--- config.mk ---
export PLATFORM = sky130hd
export DESIGN_NAME = tile_fetch_addr_flat
export DESIGN_NICKNAME = d
export VERILOG_FILES = /design/src/rtl/tile_fetch_addr_if.sv /design/src/rtl/tile_fetch_addr.sv /design/src/flat_wrapper.sv
export SDC_FILE = /design/constraint.sdc
export NUM_CORES = 2
export LEC_CHECK = 0
export ABC_AREA = 1
export CAP_MARGIN = 20
export CORE_ASPECT_RATIO = 1.4
export CORE_MARGIN = 2
export CORE_UTILIZATION = 60
export DETAILED_ROUTE_END_ITERATION = 8
export PLACE_DENSITY = 0.81
export SLEW_MARGIN = 15
export SYNTH_ARGS = -nofsm -noshare
export SYNTH_HDL_FRONTEND = slang
export SYNTH_SLANG_ARGS = --single-unit
--- constraint.sdc ---
create_clock -name clk -period 14.22 [get_ports clk]
set_clock_uncertainty 0.15 [all_clocks]
set_input_delay 2.844 -clock clk [delete_from_list [all_inputs] [get_ports clk]]
set_output_delay 2.844 -clock clk [all_outputs]
set_load 0.03 [all_outputs]
--- src/rtl/tile_fetch_addr_if.sv ---
// Handshake bundle between the tile controller, tile_fetch_addr and the line-buffer fetch stage.
// The slave modport is the address generator's view; master is the surrounding logic.
interface tile_fetch_addr_if #(
    parameter int DIM_W  = 16,
    parameter int ADDR_W = 32
);
    logic                      cfg_valid;
    logic                      cfg_ready;
    logic [DIM_W-1:0]          cfg_img_h;
    logic [DIM_W-1:0]          cfg_img_w;
    logic [ADDR_W-1:0]         cfg_base;

    logic                      desc_valid;
    logic                      desc_ready;
    logic signed [DIM_W:0]     desc_in_row;
    logic signed [DIM_W:0]     desc_in_col;
    logic [DIM_W-1:0]          desc_in_h;
    logic [DIM_W-1:0]          desc_in_w;

    logic                      pix_valid;
    logic                      pix_ready;
    logic [ADDR_W-1:0]         pix_addr;
    logic                      pix_pad;
    logic [2*DIM_W-1:0]        pix_buf_idx;
    logic                      pix_first;
    logic                      pix_last;
    logic                      done;

    modport master (
        output cfg_valid, cfg_img_h, cfg_img_w, cfg_base,
        output desc_valid, desc_in_row, desc_in_col, desc_in_h, desc_in_w,
        output pix_ready,
        input  cfg_ready, desc_ready,
        input  pix_valid, pix_addr, pix_pad, pix_buf_idx, pix_first, pix_last, done
    );

    modport slave (
        input  cfg_valid, cfg_img_h, cfg_img_w, cfg_base,
        input  desc_valid, desc_in_row, desc_in_col, desc_in_h, desc_in_w,
        input  pix_ready,
        output cfg_ready, desc_ready,
        output pix_valid, pix_addr, pix_pad, pix_buf_idx, pix_first, pix_last, done
    );
endinterface

--- src/rtl/tile_fetch_addr.sv ---
// Walks one input window per descriptor in raster order, emitting a beat per cycle with the
// feature-map word address, or a padding flag when the pixel lies outside the image.
module tile_fetch_addr #(
    parameter int DIM_W  = 16,
    parameter int ADDR_W = 32
) (
    input logic              clk,
    input logic              rst,
    tile_fetch_addr_if.slave bus
);
    localparam logic [1:0] ST_IDLE = 2'd0;
    localparam logic [1:0] ST_RUN  = 2'd1;
    localparam logic [1:0] ST_DONE = 2'd2;
    localparam int         IDX_W   = 2 * DIM_W;

    logic [1:0]            state_q, state_d;
    logic                  cfg_loaded_q, cfg_loaded_d;
    logic [DIM_W-1:0]      img_h_q, img_h_d;
    logic [DIM_W-1:0]      img_w_q, img_w_d;
    logic [ADDR_W-1:0]     base_q, base_d;
    logic signed [DIM_W:0] in_row_q, in_row_d;
    logic signed [DIM_W:0] in_col_q, in_col_d;
    logic [DIM_W-1:0]      h_q, h_d;
    logic [DIM_W-1:0]      w_q, w_d;
    logic [DIM_W-1:0]      r_q, r_d;
    logic [DIM_W-1:0]      c_q, c_d;

    logic signed [DIM_W+1:0] ir;
    logic signed [DIM_W+1:0] ic;
    logic                    pad;
    logic                    col_end;
    logic                    row_end;
    logic                    cfg_acc;
    logic                    desc_acc;
    logic                    beat_acc;
    logic                    desc_zero;

    // Sign bit catches top/left padding; the extra headroom bit keeps in_row + r from wrapping.
    function automatic logic out_of_image(input logic signed [DIM_W+1:0] row,
                                          input logic signed [DIM_W+1:0] col,
                                          input logic [DIM_W-1:0]        img_h,
                                          input logic [DIM_W-1:0]        img_w);
        return row[DIM_W+1] || (row >= $signed({2'b00, img_h})) ||
               col[DIM_W+1] || (col >= $signed({2'b00, img_w}));
    endfunction

    // Only called for in-image pixels, so row/col are non-negative; the sum wraps at ADDR_W.
    function automatic logic [ADDR_W-1:0] pixel_addr(input logic [ADDR_W-1:0]       base,
                                                     input logic signed [DIM_W+1:0] row,
                                                     input logic signed [DIM_W+1:0] col,
                                                     input logic [DIM_W-1:0]        img_w);
        logic [ADDR_W-1:0] row_a;
        logic [ADDR_W-1:0] col_a;
        logic [ADDR_W-1:0] w_a;
        row_a = ADDR_W'($unsigned(row));
        col_a = ADDR_W'($unsigned(col));
        w_a   = ADDR_W'(img_w);
        return base + row_a * w_a + col_a;
    endfunction

    assign ir = $signed({in_row_q[DIM_W], in_row_q}) + $signed({2'b00, r_q});
    assign ic = $signed({in_col_q[DIM_W], in_col_q}) + $signed({2'b00, c_q});

    assign pad       = out_of_image(ir, ic, img_h_q, img_w_q);
    assign col_end   = (c_q == w_q - DIM_W'(1));
    assign row_end   = (r_q == h_q - DIM_W'(1));
    assign cfg_acc   = bus.cfg_valid && (state_q == ST_IDLE);
    assign desc_acc  = bus.desc_valid && (state_q == ST_IDLE) && cfg_loaded_q;
    assign beat_acc  = bus.pix_ready && (state_q == ST_RUN);
    assign desc_zero = (bus.desc_in_h == '0) || (bus.desc_in_w == '0);

    always_comb begin
        state_d      = state_q;
        cfg_loaded_d = cfg_loaded_q;
        img_h_d      = img_h_q;
        img_w_d      = img_w_q;
        base_d       = base_q;
        in_row_d     = in_row_q;
        in_col_d     = in_col_q;
        h_d          = h_q;
        w_d          = w_q;
        r_d          = r_q;
        c_d          = c_q;

        if (cfg_acc) begin
            img_h_d      = bus.cfg_img_h;
            img_w_d      = bus.cfg_img_w;
            base_d       = bus.cfg_base;
            cfg_loaded_d = 1'b1;
        end

        case (state_q)
            ST_IDLE: begin
                if (desc_acc) begin
                    in_row_d = bus.desc_in_row;
                    in_col_d = bus.desc_in_col;
                    h_d      = bus.desc_in_h;
                    w_d      = bus.desc_in_w;
                    r_d      = '0;
                    c_d      = '0;
                    state_d  = desc_zero ? ST_DONE : ST_RUN;
                end
            end
            ST_RUN: begin
                if (beat_acc) begin
                    if (col_end) begin
                        c_d = '0;
                        r_d = r_q + DIM_W'(1);
                    end else begin
                        c_d = c_q + DIM_W'(1);
                    end
                    if (col_end && row_end) begin
                        state_d = ST_DONE;
                    end
                end
            end
            ST_DONE: state_d = ST_IDLE;
            default: state_d = ST_IDLE;
        endcase
    end

    always_ff @(posedge clk or posedge rst) begin
        if (rst) begin
            state_q      <= ST_IDLE;
            cfg_loaded_q <= 1'b0;
            img_h_q      <= '0;
            img_w_q      <= '0;
            base_q       <= '0;
            in_row_q     <= '0;
            in_col_q     <= '0;
            h_q          <= '0;
            w_q          <= '0;
            r_q          <= '0;
            c_q          <= '0;
        end else begin
            state_q      <= state_d;
            cfg_loaded_q <= cfg_loaded_d;
            img_h_q      <= img_h_d;
            img_w_q      <= img_w_d;
            base_q       <= base_d;
            in_row_q     <= in_row_d;
            in_col_q     <= in_col_d;
            h_q          <= h_d;
            w_q          <= w_d;
            r_q          <= r_d;
            c_q          <= c_d;
        end
    end

    // Beat outputs derive only from registered state, so they hold while the consumer stalls.
    assign bus.cfg_ready   = (state_q == ST_IDLE);
    assign bus.desc_ready  = (state_q == ST_IDLE) && cfg_loaded_q;
    assign bus.pix_valid   = (state_q == ST_RUN);
    assign bus.pix_pad     = pad;
    assign bus.pix_addr    = pad ? '0 : pixel_addr(base_q, ir, ic, img_w_q);
    assign bus.pix_buf_idx = IDX_W'(r_q) * IDX_W'(w_q) + IDX_W'(c_q);
    assign bus.pix_first   = (r_q == '0) && (c_q == '0);
    assign bus.pix_last    = col_end && row_end;
    assign bus.done        = (state_q == ST_DONE);
endmodule

--- src/flat_wrapper.sv ---
// flat-port wrapper written by rule: the top's interface ports become plain ports
module tile_fetch_addr_flat 
#(
    parameter int DIM_W  = 16,
    parameter int ADDR_W = 32
)
  (clk, rst, bus_cfg_valid, bus_cfg_img_h, bus_cfg_img_w, bus_cfg_base, bus_desc_valid, bus_desc_in_row, bus_desc_in_col, bus_desc_in_h, bus_desc_in_w, bus_pix_ready, bus_cfg_ready, bus_desc_ready, bus_pix_valid, bus_pix_addr, bus_pix_pad, bus_pix_buf_idx, bus_pix_first, bus_pix_last, bus_done);
  tile_fetch_addr_if #(.DIM_W(DIM_W), .ADDR_W(ADDR_W)) bus_i ();
  input logic clk;
  input logic rst;
  input wire logic [$bits(bus_i.cfg_valid)-1:0] bus_cfg_valid;
  input wire logic [$bits(bus_i.cfg_img_h)-1:0] bus_cfg_img_h;
  input wire logic [$bits(bus_i.cfg_img_w)-1:0] bus_cfg_img_w;
  input wire logic [$bits(bus_i.cfg_base)-1:0] bus_cfg_base;
  input wire logic [$bits(bus_i.desc_valid)-1:0] bus_desc_valid;
  input wire logic [$bits(bus_i.desc_in_row)-1:0] bus_desc_in_row;
  input wire logic [$bits(bus_i.desc_in_col)-1:0] bus_desc_in_col;
  input wire logic [$bits(bus_i.desc_in_h)-1:0] bus_desc_in_h;
  input wire logic [$bits(bus_i.desc_in_w)-1:0] bus_desc_in_w;
  input wire logic [$bits(bus_i.pix_ready)-1:0] bus_pix_ready;
  output wire logic [$bits(bus_i.cfg_ready)-1:0] bus_cfg_ready;
  output wire logic [$bits(bus_i.desc_ready)-1:0] bus_desc_ready;
  output wire logic [$bits(bus_i.pix_valid)-1:0] bus_pix_valid;
  output wire logic [$bits(bus_i.pix_addr)-1:0] bus_pix_addr;
  output wire logic [$bits(bus_i.pix_pad)-1:0] bus_pix_pad;
  output wire logic [$bits(bus_i.pix_buf_idx)-1:0] bus_pix_buf_idx;
  output wire logic [$bits(bus_i.pix_first)-1:0] bus_pix_first;
  output wire logic [$bits(bus_i.pix_last)-1:0] bus_pix_last;
  output wire logic [$bits(bus_i.done)-1:0] bus_done;
  assign bus_i.cfg_valid = bus_cfg_valid;
  assign bus_i.cfg_img_h = bus_cfg_img_h;
  assign bus_i.cfg_img_w = bus_cfg_img_w;
  assign bus_i.cfg_base = bus_cfg_base;
  assign bus_i.desc_valid = bus_desc_valid;
  assign bus_i.desc_in_row = bus_desc_in_row;
  assign bus_i.desc_in_col = bus_desc_in_col;
  assign bus_i.desc_in_h = bus_desc_in_h;
  assign bus_i.desc_in_w = bus_desc_in_w;
  assign bus_i.pix_ready = bus_pix_ready;
  assign bus_cfg_ready = bus_i.cfg_ready;
  assign bus_desc_ready = bus_i.desc_ready;
  assign bus_pix_valid = bus_i.pix_valid;
  assign bus_pix_addr = bus_i.pix_addr;
  assign bus_pix_pad = bus_i.pix_pad;
  assign bus_pix_buf_idx = bus_i.pix_buf_idx;
  assign bus_pix_first = bus_i.pix_first;
  assign bus_pix_last = bus_i.pix_last;
  assign bus_done = bus_i.done;
  tile_fetch_addr #(.DIM_W(DIM_W), .ADDR_W(ADDR_W)) u_core (.clk(clk), .rst(rst), .bus(bus_i));
endmodule
==> run_results.csv <==
group,metric,value,unit
run_status,status,"complete, no violations",
synthesis,syn_nets,4876,
sta,min_period_over_period,88.7,%
grt,use_met1,38.3,%
cts,clkLatencyLatePin,0.49,ns
placement,place_congestion,1.00,
layout,insertedDiodeCount,0,
detailed_routing,detail_route.first_pass.iterations,8,
placement,placed_cell_area,33400,um^2
detailed_routing,ant_nets,0,
synthesis,synth.distinct_cells,59,
grt,grt_overflow,0,
run,drv_cap,0,
synthesis,yosysWarnings,0,
critical_path,crit_path_max_fanout,25,
cts,postCtsSetupRepairBufs,0,
sta,drv_slew,0,
placement,portBuffers,205,
sta,setup_ws,1.60,ns
die,core_area,51000,um^2
sta,maxSlewHeadroom,31.7,%
layout,nFillCells,4372,
synthesis,yosysSeqAreaShare,13.4,%
layout,nNetsFinal,4990,
synthesis,async_reset_ff_share,100,%
sta,setup_tns,0,ns
detailed_routing,via_per_inst,5.53,
synthesis,syn_avg_cell_area,7.74,um^2
power_and_ir_drop,powerDensity,71.9,nW/um^2
min_path,hp-class,"register to register",
cts,cts.hold.buffers_added,0,
sta,hold_viol_final,0,
grt,antenna_found_initial,0,
layout,layout_commonest_cell,"inv_1",
cts,path_clk_slew,0.07,ns
die,ios,206,
cts,cts-buffers-inserted,17,
grt,grt_most_used_layer,"met2",
synthesis,synth_area_leader_cell,"fa_1",
detailed_routing,wirelength,90600,um
sta,fmax,0.0792,GHz
die,die_area,53400,um^2
critical_path,crit_type,"register to primary output",
detailed_routing,dr.first_iter.drc_count,1900,
die,num_rows,98,
sta,rsz0062_at_grt,"false",
sta,fin_crit,12.62,ns
cts,cts_tree,"yes",
synthesis,netlist_area,30900,um^2
synthesis,postSynthCellCount,3993,
synthesis,synthTopCellsByArea,"fa_1, dfrtp_1, inv_1",
synthesis,synth-seq-cells,165,
synthesis,synth.top_cell.area_share,31.2,%
detailed_routing,via_count,26400,
critical_path,cpPeakStageDelay,0.97,ns
cts,clockBufferDepth,2,
layout,area_growth,10.1,%
layout,final_cell_mix,"inv_1, nand2_1, fa_1, nor2_1, ha_1",
detailed_routing,post_drt_wl_per_cell,19.0,um
detailed_routing,drcViolationCount,0,
power_and_ir_drop,peakVddDrop,0.200,mV
grt,grt_util_met3,5.44,%
cts,htreeDepth,4,
critical_path,critPathCaptureType,"primary output",
synthesis,synth_enable_flop_cells,0,
grt,grt_pass1_vias,28300,
cts,cts_root_buf,"clkbuf_16",
critical_path,start_kind,"register",
layout,post-route-cell-area,34000,um^2
critical_path,required,11.23,ns
critical_path,crit_arrival,9.63,ns
grt,grt_max_degree,102,
grt,grt_pass1_wl,145000,um
power_and_ir_drop,power,2.45,mW
sta,finalSetupViolCount,0,
synthesis,synth_ff_type,"dfrtp_1",
die,dieWidth,196,um
cts,cts.sinks,165,
sta,worst_pin_slew,1.02,ns
die,start_util,60.6,%
power_and_ir_drop,p_leak,18.8,nW
die,die_h,273,um
placement,hpwl,74100,um
cts,cts_resized,0,
layout,drive_above_1_share,4.93,%
grt,gr-usage-all-layers,35.4,%
critical_path,cpMaxStageDelayCell,"dfrtp_1",
grt,grt_util_met2,63.5,%
placement,pre_cts_slack,2.20,ns
[report_power, final]
group | switching [mW] | internal [mW] | total (mW)
combinational | 0.892 | 0.502 | 1.39
sequential | 0.0300 | 0.480 | 0.510
clock | 0.254 | 0.289 | 0.543
total | 1.18 | 1.27 | 2.45
[layer usage]
layer	wire length (um)	vias up
li1	-	12100
met1	31300	12700
met2	46300	1200
met3	5930	405
met4	7110	0
met5	0	-
[worst paths after layout]
path / from / end / slack [ns] / depth (start not counted)
worst max register to register: u_core.w_q[1] / u_core.r_q[13] / 10.67 / 13
worst min-delay path: u_core.in_col_q[7] / u_core.in_col_q[7] / 0.34 / 2
min in group asynchronous: rst / u_core.base_q[3] / 2.82 / 2
worst min register to register: u_core.in_col_q[7] / u_core.in_col_q[7] / 0.34 / 2
worst max-delay path: u_core.r_q[0] / bus_pix_addr[31] / 1.60 / 35
max in group asynchronous: rst / u_core.in_row_q[1] / 9.65 / 3
[cell families after synthesis]
logic type | synth area share, %
adder cells (fa/ha/maj) | 42.0
XOR/XNOR | 3.90
AO/OA/AOI/OAI | 5.57
buffers and inverters | 13.4
flip-flops | 13.4
multiplexers | 0.911
AND/OR/NAND/NOR | 20.9
[per-stage QoR]
step / utilization [%] / instances / hold slack (ns)
after global routing: 66.7 / 4770 / 0.369
final: 66.7 / 4770 / 0.339
after floorplan: - / 3993 / 0.298
after global placement: 65.4 / 4738 / 0.319
after CTS: 66.7 / 4770 / 0.344
after detailed placement: 65.4 / 4738 / 0.324
[synthesized netlist by cell type (18+ instances only)]
| cell type | count |
|---|---|
| nand2_1 | 910 |
| o21ai_0 | 65 |
| nand4_1 | 34 |
| ha_1 | 266 |
| a21oi_1 | 150 |
| fa_1 | 482 |
| clkbuf_1 | 78 |
| buf_2 | 26 |
| o21ai_2 | 18 |
| nand2_2 | 20 |
| nor3_1 | 28 |
| nor2_1 | 369 |
| buf_1 | 21 |
| dfrtp_1 | 165 |
| mux2_2 | 25 |
| inv_1 | 924 |
| nor4_1 | 19 |
| nand3_1 | 94 |
| xor2_1 | 78 |
| nor2_2 | 36 |
| xnor2_1 | 45 |
[layout make-up]
type	count	area, um^2	area share (%)
multi-input cells	2754	22600	66.5
flip-flops and latches	165	4130	12.1
inverters	937	3530	10.4
repair buffers	232	2250	6.62
well taps	650	813	2.39
clock buffers	17	425	1.25
clock inverters	15	238	0.699
[critical path, delay by kind of cell (launching register included)]
kind	cells	cell delay, ns
simple gates	11	1.81
compound gates	7	1.05
flops	1	0.97
fa+ha+maj	9	3.94
buf+inv	8	1.38
[state kept, by name (all words and copies together) (netlist names)]
name,count
u_core.w_q,16
u_core.img_h_q,16
u_core.state_q,2
u_core.in_row_q,17
u_core.c_q,16
u_core.cfg_loaded_q,1
u_core.r_q,16
u_core.in_col_q,17
u_core.img_w_q,16
u_core.base_q,32
u_core.h_q,16
No activity file was read; power rests on OpenSTA's default activity.
